File: src/rtl/imem_pkg.sv
// Shared types and constants for the loadable instruction memory.
package imem_pkg;

  typedef enum logic [0:0] {
    ST_RUN  = 1'b0,
    ST_LOAD = 1'b1
  } imem_state_e;

  localparam int unsigned NOP_DEFAULT_W = 8;
  localparam logic [NOP_DEFAULT_W-1:0] NOP_DEFAULT = 8'h00;

  // Index width for a DEPTH-entry array; never below one bit.
  function automatic int unsigned idx_width(input int unsigned depth);
    return (depth > 1) ? $clog2(depth) : 1;
  endfunction

endpackage

File: src/rtl/imem_array.sv
// Instruction storage: one synchronous write port, one registered read port.
module imem_array
  import imem_pkg::*;
#(
  parameter int unsigned         ADDR_W    = 8,
  parameter int unsigned         INSTR_W   = 8,
  parameter int unsigned         DEPTH     = 256,
  parameter logic [INSTR_W-1:0]  NOP_VALUE = '0
) (
  input  logic               clk,
  input  logic               rst_n,
  input  logic               wr_en_i,
  input  logic [ADDR_W-1:0]  wr_addr_i,
  input  logic [INSTR_W-1:0] wr_data_i,
  input  logic               rd_en_i,
  input  logic               rd_oob_i,
  input  logic [ADDR_W-1:0]  rd_addr_i,
  output logic [INSTR_W-1:0] rd_data_o
);

  localparam int unsigned IDX_W = idx_width(DEPTH);

  // Contents power up as NOP and are deliberately untouched by reset.
  logic [INSTR_W-1:0] mem_q [DEPTH] = '{default: NOP_VALUE};
  logic [INSTR_W-1:0] rd_data_q;

  always_ff @(posedge clk) begin
    if (wr_en_i) begin
      mem_q[IDX_W'(wr_addr_i)] <= wr_data_i;
    end
  end

  always_ff @(posedge clk) begin
    if (!rst_n) begin
      rd_data_q <= NOP_VALUE;
    end else if (rd_en_i) begin
      rd_data_q <= rd_oob_i ? NOP_VALUE : mem_q[IDX_W'(rd_addr_i)];
    end
  end

  assign rd_data_o = rd_data_q;

endmodule

File: src/rtl/imem_loadable.sv
// Registered-read instruction memory with a streaming program-load port.
// Optional fetch bounds fault reporting under IMEM_BOUNDS_CHECK_EN.
module imem_loadable
  import imem_pkg::*;
#(
  parameter int unsigned        ADDR_W    = 8,
  parameter int unsigned        INSTR_W   = 8,
  parameter int unsigned        DEPTH     = 256,
  parameter logic [INSTR_W-1:0] NOP_VALUE = INSTR_W'(NOP_DEFAULT)
) (
  input  logic                       clk,
  input  logic                       rst_n,
  input  logic                       fetch_req,
  input  logic [ADDR_W-1:0]          fetch_addr,
  output logic                       fetch_ready,
  output logic                       instr_valid,
  output logic [INSTR_W-1:0]         instruction,
  output logic [ADDR_W-1:0]          instr_addr,
  input  logic                       load_start,
  input  logic                       load_valid,
  input  logic [INSTR_W-1:0]         load_data,
  input  logic                       load_last,
  output logic                       loading,
  output logic [$clog2(DEPTH+1)-1:0] load_count,
  output logic                       instr_fault,
  output logic                       fault_sticky
);

  localparam int unsigned IDX_W = idx_width(DEPTH);
  localparam int unsigned CNT_W = $clog2(DEPTH + 1);

  imem_state_e        state_q, state_d;
  logic [IDX_W-1:0]   ptr_q, ptr_d;
  logic [CNT_W-1:0]   cnt_q, cnt_d;
  logic               wr_en;
  logic               accept;
  logic               oob;
  logic               valid_q;
  logic [ADDR_W-1:0]  addr_q;

  // A load request in the same cycle always beats a fetch.
  assign fetch_ready = (state_q == ST_RUN) && !load_start;
  assign accept      = fetch_req && fetch_ready;
  assign oob         = {1'b0, fetch_addr} >= (ADDR_W+1)'(DEPTH);

  always_comb begin
    state_d = state_q;
    ptr_d   = ptr_q;
    cnt_d   = cnt_q;
    wr_en   = 1'b0;
    if (load_start) begin
      state_d = ST_LOAD;
      ptr_d   = '0;
      cnt_d   = '0;
    end else if (state_q == ST_LOAD && load_valid) begin
      wr_en = 1'b1;
      ptr_d = ptr_q + IDX_W'(1);
      cnt_d = cnt_q + CNT_W'(1);
      if (load_last || ptr_q == IDX_W'(DEPTH - 1)) begin
        state_d = ST_RUN;
      end
    end
  end

  always_ff @(posedge clk) begin
    if (!rst_n) begin
      state_q <= ST_RUN;
      ptr_q   <= '0;
      cnt_q   <= '0;
      valid_q <= 1'b0;
      addr_q  <= '0;
    end else begin
      state_q <= state_d;
      ptr_q   <= ptr_d;
      cnt_q   <= cnt_d;
      valid_q <= accept;
      if (accept) begin
        addr_q <= fetch_addr;
      end
    end
  end

  imem_array #(
    .ADDR_W    (ADDR_W),
    .INSTR_W   (INSTR_W),
    .DEPTH     (DEPTH),
    .NOP_VALUE (NOP_VALUE)
  ) u_array (
    .clk       (clk),
    .rst_n     (rst_n),
    .wr_en_i   (wr_en),
    .wr_addr_i (ADDR_W'(ptr_q)),
    .wr_data_i (load_data),
    .rd_en_i   (accept),
    .rd_oob_i  (oob),
    .rd_addr_i (fetch_addr),
    .rd_data_o (instruction)
  );

  assign instr_valid = valid_q;
  assign instr_addr  = addr_q;
  assign loading     = (state_q == ST_LOAD);
  assign load_count  = cnt_q;

`ifdef IMEM_BOUNDS_CHECK_EN
  logic fault_q;
  logic sticky_q;

  always_ff @(posedge clk) begin
    if (!rst_n) begin
      fault_q  <= 1'b0;
      sticky_q <= 1'b0;
    end else begin
      fault_q  <= accept && oob;
      sticky_q <= sticky_q || (accept && oob);
    end
  end

  assign instr_fault  = fault_q;
  assign fault_sticky = sticky_q;
`else
  assign instr_fault  = 1'b0;
  assign fault_sticky = 1'b0;
`endif

endmodule

File: config.mk
export PLATFORM = sky130hd
export DESIGN_NAME = imem_loadable
export DESIGN_NICKNAME = d
export VERILOG_FILES = /design/src/rtl/imem_pkg.sv /design/src/rtl/imem_array.sv /design/src/rtl/imem_loadable.sv
export SDC_FILE = /design/constraint.sdc
export NUM_CORES = 2
export LEC_CHECK = 0
export CORE_ASPECT_RATIO = 0.7
export CORE_UTILIZATION = 45
export CTS_BUF_LIST = sky130_fd_sc_hd__clkbuf_8
export CTS_CLUSTER_DIAMETER = 120
export CTS_CLUSTER_SIZE = 24
export DETAILED_ROUTE_END_ITERATION = 10
export MAX_ROUTING_LAYER = met4
export PLACE_DENSITY = 0.65
export SLEW_MARGIN = 20
export SYNTH_ARGS = -nofsm -noshare
export SYNTH_HDL_FRONTEND = slang
export SYNTH_HIERARCHICAL = 1
export SYNTH_SLANG_ARGS = --single-unit
File: constraint.sdc
create_clock -name clk -period 2.6 [get_ports clk]
set_input_delay 0.52 -clock clk [delete_from_list [all_inputs] [get_ports clk]]
set_output_delay 0.52 -clock clk [all_outputs]
set_load 0.005 [all_outputs]
==> key figures <==
Yosys
  • Cell accounting for the most synthesized area: edfxtp_1
  • Top post-synthesis cells by area: edfxtp_1 75%, mux4_2 13%, mux2i_1 1.9%
  • Count leader, synth: edfxtp_1
  • Most frequent cells after synthesis: 2048 x edfxtp_1, 464 x mux4_2, 296 x nor2_1
  • Synth warn: 6
  • Avg Cell Area, Syn: 20.6 µm²
  • Top_reg_cell synth: edfxtp_1
  • Yosys top cell area share: 75.4%
  • Yosys reg bits: 2083
  • Post-synthesis sequential area ratio: 76.2%
  • Netlist cell types: 81
  • Cells after Synth: 3951
  • Post-synthesis async set-or-reset flop share: 0%
  • Post-Syn Area: 81600 µm²
  • Number of enable flip-flop cells after synthesis: 2048

Placement
  • Final Wtd Congestion: 0.881
  • Placed wire-length estimate: 150000 µm
  • Area after DPL: 91000 µm²
  • Post-place setup slack: -1.32 ns
  • Port Buffers: 49

Timing
  • Final Cycle Share: 101%
  • Skew final: 0.0432 ns
  • RSZ-0062 raised after global routing: true
  • Slew margin rel.: 36.4%
  • Count of pins over their slew limit: 0
  • FMAX: 382 MHz
  • Final worst slack: -0.0199 ns
  • Worst slew pin tran: 0.953 ns
  • Period minus WS final: 2.62 ns
  • Final setup fails: 1
  • Final Hold Vio Count: 0

Finish
  • Final Cell Area: 92600 µm²
  • P&R area growth vs syn: 13.5%
  • Final net count: 4708
  • Proportion of layout cells with a drive suffix above 1: 30.9%
  • FILL cells: 14124
  • Final Util: 51.5%

Global route
  • Total grt overflow: 0
  • Initial antenna violation count: 5
  • Global Route Usage Sum: 25.1%
  • First-pass GRT wire length: 317000 µm
  • GR Layer Usage met2: 35.4%
  • Vias in the first global route: 42363
  • Largest net degree at the start of global routing: 128
  • Met1 usage: 37.3%
  • Met3 usage: 5.78%
  • Busiest layer in global routing: met1

Routing
  • Drt first-iter violations: 6599
  • Pre-antenna DRT Iters: 8
  • Post-detailed-route wirelength per cell: 31.3 µm
  • Final WL: 222000 µm
  • Drt via density: 6.11
  • DR DRC count: 0
  • Antenna Violating Nets Remaining: 0
  • Vias: 43385

Power and ir drop
  • Peak supply drop: 0.435 mV
  • P per Cell Area: 582 nW/µm²
  • Pleak: 29.9 nW

Min path
  • Hold/Removal Path Class: input pin to flop
  • Worst hold path depth: 1
  • Hold endpoint: u_array/mem_q[224][6]
  • Hold_sp: load_data[6]

Critical path
  • Setup crit start kind: flop
  • R2r setup slk: -0.02 ns
  • Worst R2R Start: u_array/mem_q[107][5]
  • Critical Path End Type: flop
  • Worst Path Required: 3.40 ns
  • CP Cell Sequence: mux4_2, mux2i_1, o22a_1, o221ai_1, nor4_1, buf_4, a221o_1, o21ai_1
  • CP max-delay cell: mux4_2
  • Buffer and inverter count on the worst path: 1
  • Reg-to-reg endpoint: u_array/rd_data_o[5]
  • CP Data Arrival Time: 3.42 ns
  • Crit path max-delay family: compound AO/OA/AOI/OAI gates
  • Critical path peak fanout: 1
  • Crit-path max cell delay: 0.49 ns
  • Reg2Reg Depth: 8
  • Cell depth of the worst setup path: 8
  • Kind of critical path: flop to flop

Die
  • Die Span Y: 358 µm
  • Cell row count: 130
  • Starting Density: 45.4%
  • IO Pins: 52
  • Die width: 511 µm
  • Die area: 183000 µm²
  • Core ar.: 180000 µm²

Clocking
  • CTS Buf Count: 96
  • Max H-tree Level: 3
  • Reg clk slew, reported paths: 0.14 ns
  • Clock tree from TritonCTS: yes
  • Clk buf depth: 3
  • Root buffer cell: clkbuf_8
  • Setup Buffers After CTS: 0
  • Clk Latency, worst-skew pair: 0.90 ns
  • # clock sinks: 2083

Run status
  • Status: finished with violations
  • Failing checks: negative setup slack

Job
  • Max-cap viol count: 0
==> state kept, by name, summed over array words and instances (netlist names) <==
register,cells
u_array/mem_q,2048
loading,1
load_count,9
instr_valid,1
u_array/rd_data_o,8
instr_addr,8
ptr_q,8
==> layout make-up <==
class	instances	area, µm²	share of cell area [%]
inverter	10	42.5	0.0460
antenna	8	20.0	0.0216
clock buffer	97	1340	1.44
sequential	2083	62200	67.2
multi-input combinational	1620	17800	19.3
tap	2376	2970	3.21
clock inverter	34	159	0.172
timing repair buffer	873	8000	8.65
==> per-layer routing <==
metal | up-vias | wire length [µm]
met3 | 249 | 26800
met2 | 2507 | 97200
met5 | - | 0
met1 | 22971 | 93500
li1 | 17658 | -
met4 | 0 | 4530
==> power breakdown <==
| group | total (mW) | switching [mW] | internal [mW] |
|---|---|---|---|
| combinational | 3.94 | 2.32 | 1.62 |
| sequential | 36.8 | 0.0175 | 36.8 |
| clock | 13.1 | 9.57 | 3.48 |
==> worst max-delay path by stage <==
stage | start | endpoint
5_1_grt | u_array/mem_q[121][7] | u_array/rd_data_o[7]
3_5_place_dp | fetch_addr[0] | u_array/rd_data_o[1]
3_3_place_gp | fetch_addr[0] | u_array/rd_data_o[1]
4_1_cts | fetch_addr[0] | u_array/rd_data_o[7]
2_1_floorplan | load_valid | u_array/mem_q[234][0]
6_report | u_array/mem_q[107][5] | u_array/rd_data_o[5]
==> logic make-up after synthesis <==
family	after synthesis	synth area share, %
compound gates	321	2.72
xor+xnor	4	0.0430
fa+ha+maj	2	0.0307
buf+inv	251	2.01
flops	2083	76.2
mux	651	15.5
other cells	1	0.00460
simple gates	638	3.48
==> per-stage QoR <==
| stage | total power, mW | setup TNS, ns | cells | hold WS, ns |
|---|---|---|---|---|
| finish | 53.8 | -0.0199 | 7101 | 0.112 |
| global route | 55.2 | -0.0334 | 7097 | 0.0789 |
| CTS | 54.0 | 0 | 7093 | 0.0489 |
| detailed placement | 41.5 | -26.99 | 6961 | 0.458 |
| global placement | 41.5 | -31.64 | 6961 | 0.463 |
| floorplan | 39.4 | -40.95 | 3954 | 0.444 |
==> cells in the final DEF, fill, tap and decap left out, types with 5 or more instances in the layout <==
cell type / count
o32ai_1: 6
inv_1: 33
o22ai_1: 45
buf_4: 720
dfxtp_1: 35
mux2i_1: 151
o21ai_1: 5
a31oi_1: 13
buf_12: 101
and2_1: 24
o21ai_0: 39
or3_1: 11
clkbuf_8: 105
a2111oi_0: 7
mux4_1: 17
o221ai_1: 29
edfxtp_1: 2048
nor3_1: 19
mux4_2: 464
mux2_2: 18
o41ai_1: 7
nand2_1: 151
nor4_1: 10
a22oi_1: 18
a21oi_1: 68
nor2b_1: 20
nand2b_1: 10
a311oi_1: 9
nand4_1: 15
or2_2: 6
and3_1: 9
diode_2: 8
clkdlybuf4s50_1: 33
nor2_1: 294
a211oi_1: 21
a221oi_1: 7
nand3_1: 44
==> repair_timing <==
action,CTS,global route
setup endpoints to repair,7,8
hold buffers,2,0
endpoints found under the hold margin,22,0
gates resized for setup,9,7
Power figures use the tool's default switching activity.
